`src/rtl/blink_pkg.sv`:
```
// Shared types and helpers for the blink sequencer: FSM state encoding,
// default field width and divider width calculation.
package blink_pkg;

    typedef enum logic [1:0] {
        IDLE = 2'd0,
        ON   = 2'd1,
        OFF  = 2'd2,
        GAP  = 2'd3
    } state_t;

    localparam int CNT_W_DEFAULT = 4;

    // Divider counter width; a 1-bit floor keeps degenerate dividers legal.
    function automatic int div_width(input int div);
        return (div < 2) ? 1 : $clog2(div);
    endfunction

endpackage

```
`src/rtl/blink_sequencer_if.sv`:
```
// Control/status bundle between board logic and the blink sequencer.
// The pause signal exists only when BLINK_SEQ_PAUSE_EN is defined.
interface blink_sequencer_if #(
    parameter int CNT_W = blink_pkg::CNT_W_DEFAULT
);
    logic             start;
    logic             abort;
    logic [CNT_W-1:0] blink_count;
    logic [CNT_W-1:0] on_ticks;
    logic [CNT_W-1:0] off_ticks;
    logic [CNT_W-1:0] gap_ticks;
    logic             repeat_en;   // "repeat" is a reserved word
    logic             led;
    logic             busy;
    logic             done;
`ifdef BLINK_SEQ_PAUSE_EN
    logic             pause;

    modport master (
        output start, abort, blink_count, on_ticks, off_ticks, gap_ticks, repeat_en, pause,
        input  led, busy, done
    );
    modport slave (
        input  start, abort, blink_count, on_ticks, off_ticks, gap_ticks, repeat_en, pause,
        output led, busy, done
    );
`else
    modport master (
        output start, abort, blink_count, on_ticks, off_ticks, gap_ticks, repeat_en,
        input  led, busy, done
    );
    modport slave (
        input  start, abort, blink_count, on_ticks, off_ticks, gap_ticks, repeat_en,
        output led, busy, done
    );
`endif
endinterface

```
`src/rtl/blink_sequencer_tick_gen.sv`:
```
// Tick divider: counts 0..DIV-1 and flags the last count. clr restarts the
// count (beats hold); hold freezes it and masks the tick.
module tick_gen
    import blink_pkg::*;
#(
    parameter int DIV = 10
) (
    input  logic clk_50MHz,
    input  logic rst,
    input  logic clr,
    input  logic hold,
    output logic tick
);
    localparam int              W    = div_width(DIV);
    localparam logic [W-1:0]    LAST = W'(DIV - 1);

    logic [W-1:0] r_div_cnt;

    always_ff @(posedge clk_50MHz) begin
        if (rst || clr) begin
            r_div_cnt <= '0;
        end else if (!hold) begin
            if (r_div_cnt == LAST) begin
                r_div_cnt <= '0;
            end else begin
                r_div_cnt <= r_div_cnt + 1'b1;
            end
        end
    end

    assign tick = (r_div_cnt == LAST) && !hold;

endmodule

```
`src/rtl/blink_sequencer.sv`:
```
// Counted LED blink pattern generator: N on/off blinks, optional gap, single
// or repeating. Optional pause input enabled by BLINK_SEQ_PAUSE_EN.
module blink_sequencer
    import blink_pkg::*;
#(
    parameter int CLK_HZ  = 50000000,
    parameter int TICK_HZ = 10,
    parameter int CNT_W   = CNT_W_DEFAULT
) (
    input  logic               clk_50MHz,
    input  logic               rst,
    blink_sequencer_if.slave   bus
);
    localparam int DIV = CLK_HZ / TICK_HZ;

    state_t           r_state;
    logic             r_led;
    logic             r_busy;
    logic             r_done;
    logic [CNT_W-1:0] r_phase_cnt;
    logic [CNT_W-1:0] r_blink_cnt;
    logic [CNT_W-1:0] r_count;
    logic [CNT_W-1:0] r_on_last;
    logic [CNT_W-1:0] r_off_last;
    logic [CNT_W-1:0] r_gap_last;
    logic             r_gap_en;
    logic             r_repeat;

    logic             w_pause;
    logic             w_hold;
    logic             w_accept;
    logic             w_tick;
    logic [CNT_W-1:0] w_phase_last;
    logic             w_phase_end;

`ifdef BLINK_SEQ_PAUSE_EN
    assign w_pause = bus.pause;
`else
    assign w_pause = 1'b0;
`endif

    assign w_hold   = w_pause && (r_state != IDLE);
    assign w_accept = (r_state == IDLE) && bus.start && !bus.abort && (bus.blink_count != '0);

    tick_gen #(.DIV(DIV)) u_tick_gen (
        .clk_50MHz (clk_50MHz),
        .rst       (rst),
        .clr       (w_accept),
        .hold      (w_hold),
        .tick      (w_tick)
    );

    always_comb begin
        w_phase_last = '0;
        case (r_state)
            ON:      w_phase_last = r_on_last;
            OFF:     w_phase_last = r_off_last;
            GAP:     w_phase_last = r_gap_last;
            default: w_phase_last = '0;
        endcase
    end

    assign w_phase_end = w_tick && (r_phase_cnt == w_phase_last);

    always_ff @(posedge clk_50MHz) begin
        if (rst) begin
            r_state     <= IDLE;
            r_led       <= 1'b0;
            r_busy      <= 1'b0;
            r_done      <= 1'b0;
            r_phase_cnt <= '0;
            r_blink_cnt <= '0;
            r_count     <= '0;
            r_on_last   <= '0;
            r_off_last  <= '0;
            r_gap_last  <= '0;
            r_gap_en    <= 1'b0;
            r_repeat    <= 1'b0;
        end else begin
            r_done <= 1'b0;
            if (r_state != IDLE && bus.abort) begin
                r_state     <= IDLE;
                r_led       <= 1'b0;
                r_busy      <= 1'b0;
                r_phase_cnt <= '0;
                r_blink_cnt <= '0;
            end else begin
                case (r_state)
                    IDLE: begin
                        if (w_accept) begin
                            // Durations are stored as "last count", with 0 treated as 1.
                            r_count     <= bus.blink_count;
                            r_on_last   <= (bus.on_ticks  == '0) ? '0 : bus.on_ticks  - 1'b1;
                            r_off_last  <= (bus.off_ticks == '0) ? '0 : bus.off_ticks - 1'b1;
                            r_gap_last  <= bus.gap_ticks - 1'b1;
                            r_gap_en    <= (bus.gap_ticks != '0);
                            r_repeat    <= bus.repeat_en;
                            r_state     <= ON;
                            r_led       <= 1'b1;
                            r_busy      <= 1'b1;
                            r_phase_cnt <= '0;
                            r_blink_cnt <= CNT_W'(1);
                        end
                    end
                    ON: begin
                        if (w_phase_end) begin
                            r_state     <= OFF;
                            r_led       <= 1'b0;
                            r_phase_cnt <= '0;
                        end else if (w_tick) begin
                            r_phase_cnt <= r_phase_cnt + 1'b1;
                        end
                    end
                    OFF: begin
                        if (w_phase_end) begin
                            r_phase_cnt <= '0;
                            if (r_blink_cnt < r_count) begin
                                r_state     <= ON;
                                r_led       <= 1'b1;
                                r_blink_cnt <= r_blink_cnt + 1'b1;
                            end else if (r_gap_en) begin
                                r_state <= GAP;
                            end else if (r_repeat) begin
                                r_state     <= ON;
                                r_led       <= 1'b1;
                                r_blink_cnt <= CNT_W'(1);
                            end else begin
                                r_state     <= IDLE;
                                r_busy      <= 1'b0;
                                r_done      <= 1'b1;
                                r_blink_cnt <= '0;
                            end
                        end else if (w_tick) begin
                            r_phase_cnt <= r_phase_cnt + 1'b1;
                        end
                    end
                    GAP: begin
                        if (w_phase_end) begin
                            r_phase_cnt <= '0;
                            if (r_repeat) begin
                                r_state     <= ON;
                                r_led       <= 1'b1;
                                r_blink_cnt <= CNT_W'(1);
                            end else begin
                                r_state     <= IDLE;
                                r_busy      <= 1'b0;
                                r_done      <= 1'b1;
                                r_blink_cnt <= '0;
                            end
                        end else if (w_tick) begin
                            r_phase_cnt <= r_phase_cnt + 1'b1;
                        end
                    end
                    default: r_state <= IDLE;
                endcase
            end
        end
    end

    assign bus.led  = r_led;
    assign bus.busy = r_busy;
    assign bus.done = r_done;

endmodule

```
`src/flat_wrapper.sv`:
```
// flat-port wrapper written by rule: the top's interface ports become plain ports
module blink_sequencer_flat import blink_pkg::*;
#(
    parameter int CLK_HZ  = 50000000,
    parameter int TICK_HZ = 10,
    parameter int CNT_W   = CNT_W_DEFAULT
)
  (clk_50MHz, rst, bus_start, bus_abort, bus_blink_count, bus_on_ticks, bus_off_ticks, bus_gap_ticks, bus_repeat_en, bus_led, bus_busy, bus_done);
  blink_sequencer_if #(.CNT_W(CNT_W)) bus_i ();
  input  logic clk_50MHz;
  input  logic rst;
  input wire logic [$bits(bus_i.start)-1:0] bus_start;
  input wire logic [$bits(bus_i.abort)-1:0] bus_abort;
  input wire logic [$bits(bus_i.blink_count)-1:0] bus_blink_count;
  input wire logic [$bits(bus_i.on_ticks)-1:0] bus_on_ticks;
  input wire logic [$bits(bus_i.off_ticks)-1:0] bus_off_ticks;
  input wire logic [$bits(bus_i.gap_ticks)-1:0] bus_gap_ticks;
  input wire logic [$bits(bus_i.repeat_en)-1:0] bus_repeat_en;
  output wire logic [$bits(bus_i.led)-1:0] bus_led;
  output wire logic [$bits(bus_i.busy)-1:0] bus_busy;
  output wire logic [$bits(bus_i.done)-1:0] bus_done;
  assign bus_i.start = bus_start;
  assign bus_i.abort = bus_abort;
  assign bus_i.blink_count = bus_blink_count;
  assign bus_i.on_ticks = bus_on_ticks;
  assign bus_i.off_ticks = bus_off_ticks;
  assign bus_i.gap_ticks = bus_gap_ticks;
  assign bus_i.repeat_en = bus_repeat_en;
  assign bus_led = bus_i.led;
  assign bus_busy = bus_i.busy;
  assign bus_done = bus_i.done;
  blink_sequencer #(.CLK_HZ(CLK_HZ), .TICK_HZ(TICK_HZ), .CNT_W(CNT_W)) u_core (.clk_50MHz(clk_50MHz), .rst(rst), .bus(bus_i));
endmodule
```
`config.mk`:
```
export PLATFORM = sky130hd
export DESIGN_NAME = blink_sequencer_flat
export DESIGN_NICKNAME = d
export VERILOG_FILES = /design/src/rtl/blink_pkg.sv /design/src/rtl/blink_sequencer_if.sv /design/src/rtl/blink_sequencer_tick_gen.sv /design/src/rtl/blink_sequencer.sv /design/src/flat_wrapper.sv
export SDC_FILE = /design/constraint.sdc
export NUM_CORES = 1
export LEC_CHECK = 0
export ABC_AREA = 0
export BUFFER_PORTS_ARGS = -buffer_cell sky130_fd_sc_hd__buf_2
export CELL_PAD_IN_SITES_DETAIL_PLACEMENT = 0
export CELL_PAD_IN_SITES_GLOBAL_PLACEMENT = 1
export CORE_MARGIN = 4
export CORE_UTILIZATION = 41
export CTS_CLUSTER_SIZE = 30
export DETAILED_ROUTE_END_ITERATION = 7
export PLACE_DENSITY_LB_ADDON = 0.1
export SLEW_MARGIN = 20
export SYNTH_ARGS = -nofsm -noshare
export SYNTH_HDL_FRONTEND = slang
export SYNTH_HIERARCHICAL = 1
export SYNTH_SLANG_ARGS = --single-unit
export TNS_END_PERCENT = 30
```
`constraint.sdc`:
```
create_clock -name clk_50MHz -period 2.41 [get_ports clk_50MHz]
set_input_delay 0.482 -clock clk_50MHz [delete_from_list [all_inputs] [get_ports clk_50MHz]]
set_output_delay 0.482 -clock clk_50MHz [all_outputs]
set_load 0.01 [all_outputs]
```
# After elaboration in Yosys (flattened, before gate mapping)

Cells that the tools add are included.

Memories kept: 0
Word-level logic and storage cells: 99
Register bits after elaboration: 54
Latch bits: 0
Memory bits (writable): 0
Bits in read-only memories: 0
Bits of input ports: 21

Shifts and indexed selects: 0
Reduce and logical (&&, ||, !) cells: 23
Multiplexer cells: 42
Add/sub/neg operators: 6
Divide/modulo/power cells: 0
Multiply operators: 0
Bitwise gates (word level): 1
Equal/unequal tests: 13
$lt $le $gt $ge: 1

Operator list:

| cell                                                   | number |
|---|---|
| two-way mux 4 bit                                      | 10 |
| case mux 4 bit (3 select lines)                        | 2 |
| adder 23 x 1 -> 23 bit (second input constant)         | 1 |
| == test 23 bit (second input constant)                 | 1 |
| two-way mux 1 bit                                      | 19 |
| two-way mux 2 bit                                      | 6 |
| subtractor 4 x 1 -> 4 bit (second input constant)      | 3 |
| AND reduction 5 bit                                    | 2 |
| adder 4 x 1 -> 4 bit (second input constant)           | 2 |
| zero test 4 bit                                        | 2 |
| case mux 2 bit (4 select lines)                        | 1 |
| case mux 4 bit (2 select lines)                        | 1 |
| nonzero test 4 bit                                     | 2 |
| inequality test 2 x 1 -> 1 bit (second input constant) | 3 |
| inequality test 2 bit (second input constant)          | 3 |
| AND reduction 6 bit                                    | 1 |
| logical AND 1 bit                                      | 5 |
| == test 2 bit (second input constant)                  | 2 |
| == test 4 bit                                          | 1 |
| < comparator 4 bit                                     | 1 |
| case mux 1 bit (4 select lines)                        | 1 |
| AND reduction 4 bit                                    | 1 |
| OR reduction 2 bit                                     | 2 |
| inequality test 3 x 1 -> 1 bit (second input constant) | 1 |
| other kinds (13)                                       | 13 |

# Longest topological paths before layout

Gate-level depths: netlist of the first run.

Word-level depth: 6
Gate-level depth with buffers: 11
Mapped depth without buffers: 8

# Modules after synthesis

Netlist of the first run, hierarchy kept.

By module, submodules not included:

| module          | cells each | area each (um^2) | times used |
|---|---|---|---|
| blink_sequencer | 225        | 1819.2           | 1 |
| tick_gen        | 135        | 1172.4           | 1 |

# Worst setup path before layout of the first run

Ideal clock, no wire load.

Path type: register to register
Start: reg u_core.r_state[0]
End: reg u_core.r_blink_cnt[3]
Library setup time: 133 ps
Slack: -73 ps
Data arrival time: 2351 ps
Required time: 2277 ps
Period minus slack after synthesis: 2483 ps
Cell stages (with the launch flop): 10
Cells stage by stage: dfxtp_1 ha_1 buf_6 a222oi_1 o22ai_1 or4b_1 a31o_1 buf_6 a221oi_1 a21oi_1

Longest elaborated chain between the ends: 6
Elaborated cells on any way between the ends: 20
Those cells by class: 8 x eq/ne; 2 x mux; 10 x reduce/logical

RTL lines:

| element                                                                                  | RTL line                                     | source |
|---|---|---|
| start: declaration                                                                       | blink_sequencer.sv:16                        | `state_t r_state;` |
| start signal: assignment                                                                 | blink_sequencer.sv:67                        | `r_state <= IDLE;` |
| start signal: assignment                                                                 | blink_sequencer.sv:82                        | `r_state <= IDLE;` |
| start signal: assignment                                                                 | blink_sequencer.sv:98                        | `r_state <= ON;` |
| == test 2 bit, or another cell as far along                                              | blink_sequencer.sv:55, blink_sequencer.sv:88 |  |
| case mux 4 bit (3 select lines) / logical AND 1 bit (equally long branches)              | blink_sequencer.sv:55, blink_sequencer.sv:43 |  |
| == test 4 bit / logical AND 1 bit (equally long branches)                                | blink_sequencer.sv:63, blink_sequencer.sv:43 |  |
| logical AND 1 bit, on equally long branches                                              | blink_sequencer.sv:63, blink_sequencer.sv:43 |  |
| inequality test 2 x 1 -> 1 bit (no line) / inequality test 2 bit (equally long branches) | --                                           |  |
| AND reduction 5 bit (no line)                                                            | --                                           |  |
| end signal: assignment                                                                   | blink_sequencer.sv:120                       | `r_blink_cnt <= r_blink_cnt + 1'b1;` |
| end: declaration                                                                         | blink_sequencer.sv:21                        | `logic [CNT_W-1:0] r_blink_cnt;` |

Parallel ways exist; a longest one is shown, timed or not.
A chain may end at the register's enable or synchronous reset.

# Worst setup path in the final report of the first run

Start: reg u_core.r_state[0]
End: reg u_core.r_state[0]

Longest elaborated chain between the ends: 6
Elaborated cells on any way between the ends: 19
Those cells by class: 8 x eq/ne; 2 x mux; 9 x reduce/logical

RTL lines:

| element                                                                                  | RTL line |
|---|---|
| == test 2 bit, or another cell as far along                                              | blink_sequencer.sv:55, blink_sequencer.sv:88 |
| case mux 4 bit (3 select lines) / logical AND 1 bit (equally long branches)              | blink_sequencer.sv:55, blink_sequencer.sv:43 |
| == test 4 bit / logical AND 1 bit (equally long branches)                                | blink_sequencer.sv:63, blink_sequencer.sv:43 |
| logical AND 1 bit, on equally long branches                                              | blink_sequencer.sv:63, blink_sequencer.sv:43 |
| inequality test 2 x 1 -> 1 bit (no line) / inequality test 2 bit (equally long branches) | -- |
| AND reduction 4 bit (no line)                                                            | -- |

Parallel ways exist; a longest one is shown, timed or not.

==> reports/results.ini, run 1 <==
[outcome]
status = finished with violations
violations = setup timing

[logic_synthesis]
avgSynthCellArea_um2 = 8.31
synth_edf_count = 0
syn_inst = 360
ys_warn_count = 6
syn_nets = 394
ys_seq_area_frac = 0.361
yosys_register_bits = 54
netlist_area_um2 = 2990
async_flop_share = 0
ys_types = 60
synth-main-ff-cell = dfxtp_1

[worst_hold_path]
min_path_cells = 2
hp-start = bus_gap_ticks[0]
whs_endpoint = u_core/r_gap_last[0]
hold_class = input port to flop

[floorplan]
initial_core_util = 0.431
die_w_um = 93.4
design.die.area_um2 = 8730
io_pins = 24
core_area_um2 = 6940
fp.dieH_um = 93.4
placementRows = 30

[worst_setup_path]
worstPathCellList = inv_4 -> ha_4 -> a222oi_1 -> o22ai_1 -> or4b_4 -> a31o_4 -> a2111oi_4 -> a211oi_2
crit_path_max_incr_delay_ns = 0.53
rr_endpoint = u_core/r_state[0]
critPathRequiredTime_ns = 2.59
crit_fanout = 5
critPathLaunchType = flop
reg2reg_slack_ns = -0.09
critPathKind = flop to flop
cp-end-kind = flop
crit_path_top_delay_cell = or4b_4
r2r-start = u_core/r_state[0]
rr_worst_depth = 8
crit_arrival_ns = 2.68
critPathBufInv = 1
crit_family = compound AO/OA/AOI/OAI gates

[route]
routed_wl_um = 7030
vias = 2748
drc = 0
via_per_inst = 5.44
drtPass1Iterations = 4
routedWlPerCell_um = 13.9
ant_nets = 0
drt_iter0_drc = 86

[sta]
period_share = 1.04
fmax_mhz = 400
skew_ns = 0.00715
hold_ws_ns = 0.391
rsz0062_at_grt = yes
setup_ws_ns = -0.0874
finalMaxSlewViolations = 0
finalSetupViolCount = 3
hold_viol = 0
fin_crit_ns = 2.50

[clock_network]
postCtsHoldBufs = 0
htree_levels = 2
clock-sinks = 54
cts_tree = done
clock_latency_ns = 0.30
clk_pin_slew_ns = 0.10
clockBufferDepth = 2
cts_buffers = 5
root_buffer = clkbuf_8

[final_layout]
layout-drive-gt1-share = 0.225
layout.nets = 442
syn2layout_area_growth_pct = 20.4
antennaDiodeCount = 0
finalNonFillerCells = 505
final_cell_mix = dfxtp_1 (52), nor2_1 (44), buf_4 (35), a21oi_1 (26), buf_2 (23)
layout_commonest_cell = dfxtp_1

[power]
design_power_total_mw = 2.42
vdd_drop_max_uv = 359
leakage_nw = 1.36
power_density_nw_per_um2 = 673

[global_route]
grt-ovfl-total = 0
grt_pass1_wl_um = 12100
grt_max_degree = 24
grt_pass1_vias = 2681
antenna_found_initial = 0
track_usage = 0.169

[placement]
dp_cells = 492
gp_congestion = 0.793
dpl.hpwl_um = 5200
port_buffers = 23

[flow_run]
cap_violations = 0

==> logic make-up after synthesis <==
group,synth area share
buffers and inverters,0.0498
adders and majority gates,0.0544
other,0.00125
AOI/OAI and AO/OA,0.182
muxes,0.0167
DFF,0.361
and+or+nand+nor,0.288
xor gates and xnor gates,0.0468
==> repair_timing <==
action                                 in CTS  in global routing
pin swaps                                   3                  8
resized for setup                           7                 11
setup buffers                               3                  1
cloned                                      0                  1
setup endpoints to repair                  12                 13
endpoints found under the hold margin       0                  0
==> power by group <==
part	switching, mW	total [mW]	internal [mW]
combinational	0.487	0.837	0.350
clock	0.291	0.523	0.233
sequential	0.0854	1.06	0.977
==> how the worst max path moves through the flow <==
stage	from	end	slack, ns	cells past startpoint
3_3_place_gp	u_core/r_state[0]	u_core/r_state[0]	-0.14	8
6_report	u_core/r_state[0]	u_core/r_state[0]	-0.09	8
2_1_floorplan	u_core/r_state[0]	u_core/r_blink_cnt[3]	0.01	9
5_1_grt	u_core/u_tick_gen/r_div_cnt[21]	u_core/r_state[0]	-0.21	8
3_5_place_dp	u_core/r_state[0]	u_core/r_state[0]	-0.34	8
4_1_cts	u_core/r_state[0]	u_core/r_state[0]	-0.09	8
==> layout make-up <==
type | instances | area [um2]
Inverter | 16 | 62.6
Multi-Input combinational cell | 273 | 1860
Timing Repair Buffer | 58 | 378
Clock inverter | 1 | 5.00
Fill cell | 684 | 3340
Tap cell | 96 | 120
Clock buffer | 7 | 86.3
Sequential cell | 54 | 1090
==> worst reg2reg max path: cells and delay by family (launching register included) <==
kind / cells / cell delay, ns
fa+ha+maj: 1 / 0.16
compound gates: 5 / 1.22
flops: 1 / 0.40
simple gates: 1 / 0.53
buf+inv: 1 / 0.05
==> registers in the layout, summed over array words and instances, names as in the netlist, 2 cells and up <==
register and cells:
u_core/r_on_last 4, u_core/r_state 2, u_core/r_gap_last 4, u_core/r_off_last 4, u_core/r_count 4, u_core/r_phase_cnt 4
u_core/u_tick_gen/r_div_cnt 23, u_core/r_blink_cnt 4
==> metrics by stage <==
step	TNS (ns)	util	instance area (um2)	setup slack, ns
2_1_floorplan	0	-	3000	0.0134
3_3_place_gp	-0.471	0.488	3390	-0.137
3_5_place_dp	-1.49	0.488	3390	-0.339
4_1_cts	-0.277	0.509	3540	-0.0877
5_1_grt	-1.81	0.519	3600	-0.215
6_report	-0.166	0.519	3600	-0.0874
==> synth_stat cells, types with 2 or more instances <==
cell | number | share of area
or4b_2 | 2 | 0.0067
a222oi_1 | 4 | 0.013
buf_1 | 2 | 0.0025
nand3_1 | 11 | 0.018
or4_4 | 2 | 0.0075
and2_1 | 3 | 0.0063
nand2b_1 | 3 | 0.0063
mux2i_1 | 5 | 0.017
buf_2 | 4 | 0.0067
ha_1 | 13 | 0.054
nor4b_1 | 2 | 0.0059
nand2_1 | 21 | 0.026
nor3_1 | 15 | 0.025
nor3b_1 | 3 | 0.0075
or2_2 | 3 | 0.0063
buf_6 | 2 | 0.0075
xor2_1 | 5 | 0.015
o211ai_1 | 3 | 0.0075
o21ai_1 | 2 | 0.0033
or3_1 | 10 | 0.021
a211oi_1 | 7 | 0.018
inv_1 | 16 | 0.020
o311ai_0 | 2 | 0.0059
a21o_1 | 3 | 0.0075
nor4_1 | 8 | 0.017
nor2_1 | 44 | 0.055
nand3b_1 | 2 | 0.0050
nand4_1 | 11 | 0.023
xnor2_1 | 11 | 0.032
a22oi_1 | 4 | 0.010
or4_1 | 2 | 0.0050
clkbuf_1 | 9 | 0.011
dfxtp_1 | 54 | 0.36
o21a_1 | 2 | 0.0050
a21oi_1 | 26 | 0.043
nand4b_1 | 2 | 0.0059
a311oi_1 | 3 | 0.0088
nor2b_1 | 3 | 0.0063
a2111oi_0 | 2 | 0.0059
o21ai_0 | 14 | 0.023
==> metal layers <==
| layer | vias up | wire (um) | GRT usage |
|---|---|---|---|
| li1 | 1419 | - | - |
| met1 | 1270 | 3110 | 0.198 |
| met2 | 50 | 3640 | 0.309 |
| met3 | 9 | 209 | 0.0322 |
| met4 | 0 | 69 | 0.0501 |
| met5 | - | 0 | 0 |
Note: power is estimated with default switching activity, not from simulation.
==> run 2, diff against run 1 <==
--- a/config.mk
+++ b/config.mk
@@ -10,5 +10,5 @@
 export CELL_PAD_IN_SITES_DETAIL_PLACEMENT = 0
 export CELL_PAD_IN_SITES_GLOBAL_PLACEMENT = 1
-export CORE_MARGIN = 4
+export CORE_MARGIN = 5
 export CORE_UTILIZATION = 41
 export CTS_CLUSTER_SIZE = 30
==> constraint.sdc (replaced) <==
create_clock -name clk_50MHz -period 2.41 [get_ports clk_50MHz]
set_input_delay 0.241 -clock clk_50MHz [delete_from_list [all_inputs] [get_ports clk_50MHz]]
set_output_delay 0.241 -clock clk_50MHz [all_outputs]
set_load 0.1 [all_outputs]
==> run 2 against run 1 <==
The run still ends with setup timing left. Sequential cell count stayed put. Design area rose by 2.6%. Utilization is 0.35 points lower. Fmax is 2.0% lower. Critical path depth rose by 1. Non-clock buffer count increased by 4.
==> reports/results.ini, run 2 (same netlist as run 1, synthesis figures left out) <==
[final_layout]
multi_input_area_um2 = 1900
syn2layout_area_growth_pct = 23.6
layout_commonest_cell = dfxtp_1
finalNonFillerCells = 512
antennaDiodeCount = 0
regMostFlops = u_core/u_tick_gen/r_div_cnt
layout.nets = 446
largest_reg_flops = 23
seq_area_um2 = 1090
fillers = 701
final_cell_mix = dfxtp_1 (52), nor2_1 (44), buf_4 (38), a21oi_1 (25), buf_2 (23)
layout-drive-gt1-share = 0.242

[power]
power_density_nw_per_um2 = 712
leakage_nw = 1.40
design_power_total_mw = 2.63
vdd_drop_max_uv = 361

[floorplan]
placementRows = 31
io_pins = 24
design.die.area_um2 = 9100
fp.dieH_um = 95.4
core_area_um2 = 7180
initial_core_util = 0.417
die_w_um = 95.4

[worst_setup_path]
cp-end-kind = flop
reg2reg_slack_ns = -0.14
critPathKind = flop to flop
critPathLaunchType = flop
critPathRequiredTime_ns = 2.59
crit_arrival_ns = 2.73
crit_fanout = 5

[placement]
dp_slack_ns = -0.247
dp_cells = 497
dpl.hpwl_um = 5250
port_buffers = 23
gp_congestion = 0.800

[clock_network]
clock_latency_ns = 0.30
clk_pin_slew_ns = 0.10
clockBufferDepth = 2
cts_buffers = 5
clock-sinks = 54
cts_tree = done
htree_levels = 2
root_buffer = clkbuf_8

[sta]
fin_crit_ns = 2.55
skew_ns = 0.00553
hold_viol = 0
finalMaxSlewViolations = 0
rsz0062_at_grt = yes
period_share = 1.06
slew_headroom = 0.670
finalSetupViolCount = 13
fmax_mhz = 392
tns_ns = -0.901
setup_ws_ns = -0.139
max_slew.worst_pin.slew_ns = 0.491

[route]
drc = 0
via_per_inst = 5.38
drt_iter0_drc = 87
routedWlPerCell_um = 14.2
routed_wl_um = 7250
ant_nets = 0
vias = 2754
drtPass1Iterations = 4

[worst_hold_path]
hold_class = input port to flop

[outcome]
violations = setup timing
status = finished with violations

[global_route]
antenna_found_initial = 0
grt_pass1_wl_um = 12100
grt-ovfl-total = 0
track_usage = 0.168
grt_pass1_vias = 2732
grt_max_degree = 24

[flow_run]
cap_violations = 0

-- run 2: cell type report --
class | count | area share
tap | 99 | 0.0335
sequential | 54 | 0.294
multi-input combinational | 273 | 0.514
clock buffer | 8 | 0.0298
inverter | 16 | 0.0169
timing repair buffer | 62 | 0.111
-- run 2: worst paths after layout --
check	from	end	cells after the start
hold / removal	bus_gap_ticks[0]	u_core/r_gap_last[0]	2
setup reg to reg	u_core/r_state[0]	u_core/r_blink_cnt[3]	9
hold reg to reg	u_core/r_off_last[3]	u_core/r_off_last[3]	2
setup / recovery	u_core/r_state[0]	u_core/r_blink_cnt[3]	9
-- run 2: power by group --
part           total (mW)  switching [mW]  internal, mW
registers            1.06          0.0801         0.977
logic               0.985           0.623         0.362
clock network       0.588           0.297         0.291
total                2.63            1.00          1.63
-- run 2: routing by layer --
| metal | vias up | global-route usage | wire (um) |
|---|---|---|---|
| li1 | 1432 | - | - |
| met1 | 1278 | 0.182 | 3110 |
| met2 | 35 | 0.324 | 3820 |
| met3 | 9 | 0.0331 | 213 |
| met4 | 0 | 0.0569 | 110 |
| met5 | - | 0 | 0 |
-- run 2: worst max-delay path: stages (launching register included) --
cell and delay [ns]:
dfxtp_4 0.41, inv_4 0.05, ha_4 0.16, a222oi_1 0.32, buf_4 0.20, o22ai_1 0.10
or4b_4 0.53, a31o_4 0.28, a221oi_1 0.27, a21oi_1 0.10
-- run 2: metrics by stage --
step	cell area (um2)	hold WS (ns)	util
2_1_floorplan	3000	0.337	-
3_3_place_gp	3410	0.452	0.475
3_5_place_dp	3410	0.453	0.475
4_1_cts	3600	0.142	0.502
5_1_grt	3700	0.148	0.515
6_report	3700	0.151	0.515
-- run 2: timing repair --
action                     in CTS  in global routing
hold endpoints to repair        0                  0
pin swaps                       4                  9
gates resized for setup        10                 14
gates cloned                    1                  0
setup endpoints to repair      12                 13
hold buffers                    0                  0
setup buffers                   4                  2
==> run 3, diff against run 2 <==
- CORE_UTILIZATION: 41 -> 45
- clock period: 2.41 -> 2.48 ns (I/O delays scaled with it)
==> run 3 against run 2 <==
The run still ends with setup timing left. Global-route usage up 0.49 points. Combinational power down 6.9%. Utilization up 4.1 points. Largest cell class unchanged.
==> reports/results.ini, run 3 (same netlist as run 1, synthesis figures left out) <==
[final_layout]
layout-drive-gt1-share = 0.222
largest_reg_flops = 23
final_cell_mix = dfxtp_1 (52), nor2_1 (44), buf_4 (33), a21oi_1 (25), buf_2 (23)
fillers = 618
syn2layout_area_growth_pct = 19.5
layout_commonest_cell = dfxtp_1
utilization = 0.557
regMostFlops = u_core/u_tick_gen/r_div_cnt
layout.nets = 439
antennaDiodeCount = 0

[power]
p_switching_uw = 946
power_frac_comb = 0.360
power_density_nw_per_um2 = 713
vdd_drop_max_uv = 337
p_int_mw = 1.60
leakage_nw = 1.36
clkPwrFrac = 0.237
switching_share = 0.371
design_power_total_mw = 2.55
pwr-share-seq = 0.403

[global_route]
grt-ovfl-total = 0
grt_pass1_wl_um = 12100
antenna_found_initial = 0
track_usage = 0.173
grt_pass1_vias = 2537
grt_max_degree = 24

[worst_setup_path]
cp-end-kind = flop
reg2reg_slack_ns = -0.08
crit_arrival_ns = 2.74
crit_path_max_incr_delay_ns = 0.57
crit_path_top_delay_cell = or4b_4
crit_fanout = 8
rr_worst_depth = 7
critPathKind = flop to flop
critPathLaunchType = flop
critPathRequiredTime_ns = 2.66
worstPathCellList = ha_2 -> a222oi_1 -> o22ai_1 -> or4b_4 -> a31o_4 -> a2111oi_4 -> a211oi_1

[floorplan]
core_area_um2 = 6420
fp.dieH_um = 91.5
io_pins = 24
placementRows = 29
initial_core_util = 0.466
design.die.area_um2 = 8380
die_w_um = 91.5

[placement]
port_buffers = 23
gp_congestion = 0.804
dpl.hpwl_um = 5150

[route]
via_per_inst = 5.67
routed_wl_um = 7050
drt_iter0_drc = 193
routedWlPerCell_um = 14.6
drc = 0
vias = 2731
drtPass1Iterations = 5
ant_nets = 0

[sta]
rsz0062_at_grt = yes
max_slew.worst_pin.slew_ns = 0.541
skew_ns = 0.00766
fmax_mhz = 391
slew_headroom = 0.637
finalMaxSlewViolations = 0
period_share = 1.03
fin_crit_ns = 2.56
setup_ws_ns = -0.0802
finalSetupViolCount = 8
hold_viol = 0
tns_ns = -0.170

[clock_network]
clockBufferDepth = 2
cts_buffers = 5
postCtsHoldBufs = 0
cts_tree = done
htree_levels = 2
clock_latency_ns = 0.30
root_buffer = clkbuf_8
clk_pin_slew_ns = 0.10
clock-sinks = 54

[outcome]
status = finished with violations
violations = setup timing

[worst_hold_path]
hold_class = input port to flop
min_path_cells = 2

[flow_run]
cap_violations = 0

-- run 3: cell types whose count changed in the layout (fill, tap and decap cells not counted), sizes merged --
cell | before | now
a31o | 3 | 2
buf | 62 | 56
bufinv | 0 | 1
clkbuf | 8 | 6
-- run 3: critical path, delay by kind of cell, from the launching register on --
kind,cells,cell delay [ns]
AO/OA/AOI/OAI,5,1.29
AND/OR/NAND/NOR,1,0.57
flip-flops,1,0.37
adder cells (fa/ha/maj),1,0.20
-- run 3: worst paths after layout --
| check | start | endpoint |
|---|---|---|
| max | u_core/r_state[0] | u_core/r_state[0] |
| min | bus_gap_ticks[0] | u_core/r_gap_last[0] |
| max reg2reg | u_core/r_state[0] | u_core/r_state[0] |
| min reg2reg | u_core/r_off_last[3] | u_core/r_off_last[3] |
-- run 3: layout make-up --
class                   instances  area [um2]  area share
multi-input cells             272        1850       0.519
flip-flops and latches         54        1090       0.305
repair buffers                 56         363       0.102
well taps                      77        96.3      0.0270
clock buffers                   6        82.6      0.0231
inverters                      16        60.1      0.0168
clock inverters                 1        30.0     0.00840
-- run 3: layer usage --
metal	track usage	wire [um]	part of all wire
met5	0	0	0
met4	0.0515	81	0.011
met3	0.0289	222	0.032
met2	0.250	2960	0.42
met1	0.261	3780	0.54
-- run 3: stage by stage --
| step | std cells | area (um2) | hold slack, ns | worst slack (ns) |
|---|---|---|---|---|
| 4_1_cts | 482 | 3540 | 0.140 | -0.0634 |
| 6_report | 482 | 3570 | 0.153 | -0.0802 |
| 3_5_place_dp | 473 | 3360 | 0.455 | -0.267 |
| 2_1_floorplan | 360 | 2990 | 0.344 | 0.0166 |
| 5_1_grt | 482 | 3570 | 0.170 | -0.180 |
| 3_3_place_gp | 473 | 3360 | 0.454 | -0.113 |
-- run 3: timing repair --
action                     CTS  global route
setup endpoints to repair   12            12
hold endpoints to repair     0             0
buffers inserted             2             0
gates resized for setup     13             8
pin swaps                    5             5
-- run 3: power by group through the flow --
stage | Combinational (mW) | Sequential [mW] | Clock [mW]
floorplan | 0.481 | 1.13 | 0
global placement | 0.823 | 1.03 | 0
detailed placement | 0.832 | 1.04 | 0
CTS | 0.886 | 1.02 | 0.622
global route | 1.00 | 1.04 | 0.659
finish | 0.917 | 1.03 | 0.605
